==> config.mk <==
export PLATFORM = sky130hd
export DESIGN_NAME = cnt_run_ctrl
export DESIGN_NICKNAME = d
export VERILOG_FILES = /design/src/rtl/cnt_run_ctrl.sv
export SDC_FILE = /design/constraint.sdc
export NUM_CORES = 1
export LEC_CHECK = 0
export CORE_MARGIN = 2
export CORE_UTILIZATION = 52
export DETAILED_ROUTE_END_ITERATION = 8
export HOLD_SLACK_MARGIN = 0.06
export PLACE_DENSITY = 0.8
export SLEW_MARGIN = 20
export SYNTH_ARGS = -nofsm -noshare
export SYNTH_HDL_FRONTEND = slang
export SYNTH_SLANG_ARGS = --single-unit
==> constraint.sdc <==
create_clock -name CLK -period 3.1 [get_ports CLK]
set_clock_uncertainty 0.2 [all_clocks]
set_input_delay 0.31 -clock CLK [delete_from_list [all_inputs] [get_ports CLK]]
set_output_delay 0.31 -clock CLK [all_outputs]
set_load 0.02 [all_outputs]
==> src/rtl/cnt_run_ctrl.sv <==
// Run controller for a clear-only 4-bit up counter: holds it cleared, releases it for one run, stops it at a target.
// Define CNT_RUN_CTRL_SEQ_CHECK_EN to build the +1 step checker and the ERR flag.
module cnt_run_ctrl #(
   parameter int WIDTH      = 4,
   parameter int CLR_CYCLES = 1,
   parameter int RUNS_W     = 8
) (
   input  logic              CLK,
   input  logic              RESET_N,
   input  logic              START,
   input  logic [WIDTH-1:0]  TARGET,
   input  logic              ABORT,
   input  logic [WIDTH-1:0]  CNT_Q,
   output logic              CNT_R,
   output logic              BUSY,
   output logic              DONE,
   output logic              ERR,
   output logic [RUNS_W-1:0] RUNS
);

   typedef enum logic [1:0] {S_IDLE, S_CLEAR, S_RUN} state_t;

   localparam logic [3:0] CLR_LOAD = 4'(CLR_CYCLES - 1);

   state_t           state;
   logic [WIDTH-1:0] tgt;
   logic [3:0]       clr_cnt;
   logic             seq_err;

`ifdef CNT_RUN_CTRL_SEQ_CHECK_EN
   logic [WIDTH-1:0] exp_q;
   assign seq_err = (CNT_Q != exp_q);
`else
   assign seq_err = 1'b0;
   assign ERR     = 1'b0;
`endif

   always_ff @(posedge CLK or negedge RESET_N) begin
      if (!RESET_N) begin
         state   <= S_IDLE;
         CNT_R   <= 1'b1;
         BUSY    <= 1'b0;
         DONE    <= 1'b0;
         RUNS    <= '0;
         tgt     <= '0;
         clr_cnt <= '0;
`ifdef CNT_RUN_CTRL_SEQ_CHECK_EN
         exp_q   <= '0;
         ERR     <= 1'b0;
`endif
      end else begin
         DONE <= 1'b0;
         case (state)
            S_IDLE: begin
               if (START) begin
                  tgt     <= TARGET;
                  clr_cnt <= CLR_LOAD;
                  state   <= S_CLEAR;
                  BUSY    <= 1'b1;
                  CNT_R   <= 1'b1;
`ifdef CNT_RUN_CTRL_SEQ_CHECK_EN
                  ERR     <= 1'b0;
`endif
               end
            end
            S_CLEAR: begin
               if (ABORT) begin
                  state <= S_IDLE;
                  BUSY  <= 1'b0;
               end else if (clr_cnt == 4'd0) begin
                  // Counter was cleared on this edge, so the first RUN cycle sees Q=0.
                  state <= S_RUN;
                  CNT_R <= 1'b0;
`ifdef CNT_RUN_CTRL_SEQ_CHECK_EN
                  exp_q <= '0;
`endif
               end else begin
                  clr_cnt <= clr_cnt - 1'b1;
               end
            end
            S_RUN: begin
               if (ABORT) begin
                  state <= S_IDLE;
                  BUSY  <= 1'b0;
                  CNT_R <= 1'b1;
               end else if (seq_err) begin
                  state <= S_IDLE;
                  BUSY  <= 1'b0;
                  CNT_R <= 1'b1;
`ifdef CNT_RUN_CTRL_SEQ_CHECK_EN
                  ERR   <= 1'b1;
`endif
               end else if (CNT_Q == tgt) begin
                  state <= S_IDLE;
                  BUSY  <= 1'b0;
                  CNT_R <= 1'b1;
                  DONE  <= 1'b1;
                  RUNS  <= RUNS + 1'b1;
               end else begin
`ifdef CNT_RUN_CTRL_SEQ_CHECK_EN
                  exp_q <= exp_q + 1'b1;
`endif
               end
            end
            default: begin
               state <= S_IDLE;
               BUSY  <= 1'b0;
               CNT_R <= 1'b1;
            end
         endcase
      end
   end

endmodule

Word level (Yosys, flattened, before mapping)
Index checks and enable logic that the tools add are counted.
{"block": "totals", "reg_bits": 21, "input_bits": 12, "output_inout_bits": 12, "wordCells": 52}
{"block": "classes", "addsub": 2, "eq_ne": 10, "muxes": 23, "bitwise_logic": 1, "n_reduce_logical": 9}
{"cell": "two-way mux 4 bit", "n": 3}
{"cell": "two-way mux 1 bit", "n": 11}
{"cell": "two-way mux 2 bit", "n": 5}
{"cell": "!= test 2 bit, second input constant", "n": 5}
{"cell": "AND reduction 3 bit", "n": 3}
{"cell": "adder 8 x 1 -> 8 bit, second input constant", "n": 1}
{"cell": "one-hot mux 4 bit (2 select lines)", "n": 1}
{"cell": "AND reduction 4 bit", "n": 2}
{"cell": "!= test 3 bit, second input constant", "n": 2}
{"cell": "one-hot mux 1 bit (3 select lines)", "n": 2}
{"cell": "one-hot mux 2 bit (3 select lines)", "n": 1}
{"cell": "== test 4 bit", "n": 1}
{"cell": "zero test 4 bit", "n": 1}
{"cell": "subtractor 4 x 1 -> 4 bit, second input constant", "n": 1}
{"cell": "== test 2 x 1 -> 1 bit, second input constant", "n": 1}
{"cell": "== test 2 bit, second input constant", "n": 1}
{"cell": "zero test 2 bit", "n": 1}
{"cell": "AND reduction 2 bit", "n": 1}
{"cell": "nonzero test 2 bit", "n": 1}
{"cell": "inverter 1 bit", "n": 1}

Depth between registers and ports, before layout
{"block": "depth", "ltp_word": 4, "ltp_mapped": 6, "depth_no_buf": 6}

Least setup slack after synthesis
Ideal clock, no wire load.
{"block": "synth_timing", "path_type": "reg-to-reg", "start": "reg clr_cnt[0]", "end": "reg state[1]", "setup_time_ns": 0.074, "arrival_time_ns": 1.542, "required_time_ns": 2.826, "path_slack_ns": 1.284, "stages_incl_launch_ff": 6, "path_buffers": 0, "synth_period_minus_slack_ns": 1.816, "path_cell_list": "dfrtp_1 > inv_1 > ha_1 > or3b_4 > or4_4 > o21ai_2"}
{"block": "synth_between", "elab_chain_len": 3}
{"item": "start, declared", "line": "27", "source": "logic [3:0] clr_cnt;"}
{"item": "start signal, assigned", "line": "78", "source": "clr_cnt <= clr_cnt - 1'b1;"}
{"item": "zero test 4 bit", "line": "70", "source": "end else if (clr_cnt == 4'd0) begin"}
{"item": "!= test 3 bit (no line)"}
{"item": "AND reduction 3 bit (no line)"}
{"item": "end signal, assigned", "line": "68", "source": "state <= S_IDLE;"}
{"item": "end signal, assigned", "line": "72", "source": "state <= S_RUN;"}
{"item": "end signal, assigned", "line": "83", "source": "state <= S_IDLE;"}
{"item": "end, declared", "line": "25", "source": "state_t state;"}
Every way passes these cells.
A chain may end at the register's enable or synchronous reset.

Worst setup path in the final report
{"block": "layout_timing", "start": "reg CNT_R", "end": "out CNT_R"}
{"item": "start, declared", "line": "14", "source": "output logic CNT_R,"}
{"item": "start signal, assigned", "line": "41", "source": "CNT_R <= 1'b1;"}
{"item": "start signal, assigned", "line": "60", "source": "CNT_R <= 1'b1;"}
{"item": "start signal, assigned", "line": "73", "source": "CNT_R <= 1'b0;"}
No word-level cell between the ends.

==> results.txt <==
----------------------------------------------------
[Outcome]
  Run status ... complete, no violations

[Synth]
  Netlist area before placement ... 1060 um2
  Synth area leaders ... sky130_fd_sc_hd__dfrtp_1 47%, sky130_fd_sc_hd__xnor2_1 5.8%, sky130_fd_sc_hd__nand2_1 5.7%
  Share of Yosys cell area claimed by the top area cell type ... 47.2%
  Unique cell type count in the Yosys netlist ... 36
  Synth Register Bits ... 21
  Cell count after synthesis ... 103
  Synth Net Count ... 118
  Proportion of synthesized chip area in sequential cells ... 49.6%
  Total number of yosys warnings ... 0
  Top cell type by total area after synthesis ... sky130_fd_sc_hd__dfrtp_1
  Mean post-synth cell area ... 10.3 um2

[Die]
  Die outline height ... 49.2 um
  Area of the core ... 1940 um2
  Die outline area ... 2420 um2
  Io pins ... 24
  Width of the chip ... 49.2 um
  Starting density of the core ... 54.6%
  Number of rows in the core area ... 16

[Final layout]
  Share of final-layout standard cells stronger than drive strength 1 ... 8.73%
  Ant diodes ... 0
  Nets ... 142
  Most frequent standard cell in the layout excluding fill and tap cells ... sky130_fd_sc_hd__clkdlybuf4s50_1
  Layout area overhead ... 25.0%
  Final instance count without filler cells ... 153
  Final-layout fill cell count ... 174
  Most frequent cells in the layout ... 22 x sky130_fd_sc_hd__clkdlybuf4s50_1, 20 x sky130_fd_sc_hd__dfrtp_1, 16 x sky130_fd_sc_hd__nand2_1

[Drt]
  Wire length reported by the detailed router ... 2.04 mm
  Via density ... 5.34
  Mean routed wirelength per cell ... 13.3 um
  DR pass1 iterations ... 4
  Total DRC errors in the routed layout ... 0
  Number of antenna-violating nets in the routed design ... 0
  Initial DRC Count ... 17
  Vias post-DR ... 817

[Placement]
  Post-DP HPWL ... 1.58 mm
  Total placed cells including tap cells ... 149
  IO buf count ... 22
  Gpl congestion ... 0.773

[Global routing]
  Global-route congestion overflow total ... 0
  First-pass GRT wire length ... 3.64 mm
  Via count of the first global-routing pass ... 839
  Global-route total usage across every layer ... 19.9%
  Initial antenna violation count ... 0
  Pin count of the biggest net entering global routing ... 22

[Worst hold path]
  Hold Path End ... RUNS[7]
  Cell count of the worst hold path ... 1
  Start point of the worst min-delay path ... RUNS[7]
  Hold WC Path Type ... flip-flop to flip-flop

[Timing]
  Minimum clock period after layout ... 1.97 ns
  Accumulated negative setup slack ... 0 ns
  Hold Violations, Final ... 0
  RSZ-0062 raised after global routing ... no
  Fmax achieved ... 509 MHz
  Headroom to the max-slew limit ... 38.8%
  Least-Margin Pin Slew ... 0.915 ns
  Max-slew violation total from the final report ... 0
  Share of the clock period used by the worst path after layout ... 63.4%
  Final setup fails ... 0

[Setup path]
  Start point of the critical path ... CNT_R
  R2R depth ... 5
  Largest fanout of any net on the critical path ... 3
  Category of the worst setup path launch point ... flip-flop
  Maximum single-stage delay on the critical path ... 0.60 ns
  Worst reg2reg startpoint ... clr_cnt[0]
  Minimum setup slack among reg-to-reg paths ... 1.16 ns
  Required time at the endpoint of the critical path ... 2.59 ns
  Endpoint kind of the worst setup timing path ... output port
  Worst R2R End ... state[1]
  Number of buffer and inverter instances along the worst setup path ... 1
  Slowest-stage cell, CP ... sky130_fd_sc_hd__clkdlybuf4s50_1
  Sequence of cells on the critical path ... clkdlybuf4s50_1
  Kind of critical path ... flip-flop to output port
  Cell class contributing the biggest share of worst-path delay ... buffers and inverters
  Signal arrival time at the worst endpoint ... 1.46 ns

[Clock tree]
  Clock transition at the registers of the reported paths ... 0.11 ns
  Clock tree from TritonCTS ... built
  Sink Count ... 21
  Maximum level of the CTS H-tree ... 1
  Post-CTS Hold Buffers ... 0
  Post-CTS sizing ... 0
  Max clock buf depth ... 2
  Cts bufs inserted ... 3
  Insertion delay to the later sink of the worst-skew pair ... 0.30 ns
  Clk root buf ... sky130_fd_sc_hd__clkbuf_4
  Post-CTS repair timing setup buffer count ... 0

[Power and ir drop]
  Peak supply drop ... 0.446 mV
  Static leakage power ... 0.594 nW
  Areal power density over the cells ... 671 nW/um2

[Run]
  Number of max-capacitance violations reported ... 0

----------------------------------------------------
==> final cells by class <==
cell class / count / area [um2] / area share [%]
multi-input combinational: 74 / 497 / 37.5
timing repair buffer: 23 / 228 / 17.2
tap: 27 / 33.8 / 2.55
inverter: 4 / 15.0 / 1.13
clock buffer: 4 / 26.3 / 1.98
sequential: 21 / 527 / 39.7
==> through the flow <==
stage          area (um2)  hold WS [ns]  setup slack, ns  utilization [%]  power [mW]
4_1_cts              1330         0.301             1.12             68.3       0.894
3_3_place_gp         1300         0.260             1.01             66.9       0.743
3_5_place_dp         1300         0.286            0.947             66.9       0.761
2_1_floorplan        1060        -0.186             1.28                -       0.658
6_report             1330         0.297             1.13             68.3       0.890
5_1_grt              1330         0.308             1.05             68.3       0.962
==> how the worst max path moves through the flow <==
stage,endpoint,slack (ns),cells past startpoint
2_1_floorplan,state[1],1.28,5
3_3_place_gp,RUNS[1],1.01,6
3_5_place_dp,RUNS[1],0.95,6
4_1_cts,CNT_R,1.12,1
5_1_grt,clr_cnt[3],1.05,6
6_report,CNT_R,1.13,1
==> routing by layer <==
metal	share of wire, %	global-route usage [%]	wire length [um]	vias up
met5	0	0	0	-
met4	1.0	9.05	21	0
met3	5.3	3.68	108	2
met2	51	34.9	1030	32
met1	43	23.3	875	384
li1	-	-	-	399
==> cells in the mapped netlist (all sizes together) <==
master and n:
inv 4, ha 3, or4 2, nor4 2, nor2 4, o211ai 1
and3 3, buf 2, o21a 1, nor3 2, nor2b 1, clkbuf 2
dfrtp 20, o31ai 1, o41ai 1, and2 2, xor2 4, mux2 1
nor3b 1, a21oi 3, nand3 3, or3b 1, a31oi 1, nand2b 2
nand2 16, or3 2, dfstp 1, conb 1, o21ai 4, xnor2 7
o22ai 1, o21bai 1, nand4 3
==> report_power, final <==
group | switching [mW] | total, mW | internal (mW) | leakage [nW]
registers | 0.0739 | 0.418 | 0.345 | 0.275
clock network | 0.0815 | 0.132 | 0.0502 | 0.0150
logic | 0.182 | 0.340 | 0.158 | 0.304
total | 0.338 | 0.890 | 0.553 | 0.594
==> worst reg2reg max path: stages, from the launching register on <==
cell,delay [ns]
sky130_fd_sc_hd__dfrtp_1,0.41
sky130_fd_sc_hd__inv_1,0.11
sky130_fd_sc_hd__ha_1,0.15
sky130_fd_sc_hd__or3b_4,0.41
sky130_fd_sc_hd__or4_4,0.53
sky130_fd_sc_hd__o21ai_2,0.07
==> logic make-up after synthesis <==
| family | after synthesis | synth area share [%] |
|---|---|---|
| and+or+nand+nor | 44 | 22.9 |
| DFF | 21 | 49.6 |
| AOI/OAI and AO/OA | 14 | 9.91 |
| xor gates and xnor gates | 11 | 9.08 |
| buffers and inverters | 8 | 3.54 |
| adders and majority gates | 3 | 3.54 |
| other | 1 | 0.353 |
| muxes | 1 | 1.06 |
==> sequential cells by signal, summed over array words and instances (netlist names) <==
register	count
tgt	4
state	2
clr_cnt	4
CNT_R	1
RUNS	8
BUSY	1
DONE	1
No activity file was read; power rests on OpenSTA's default activity.
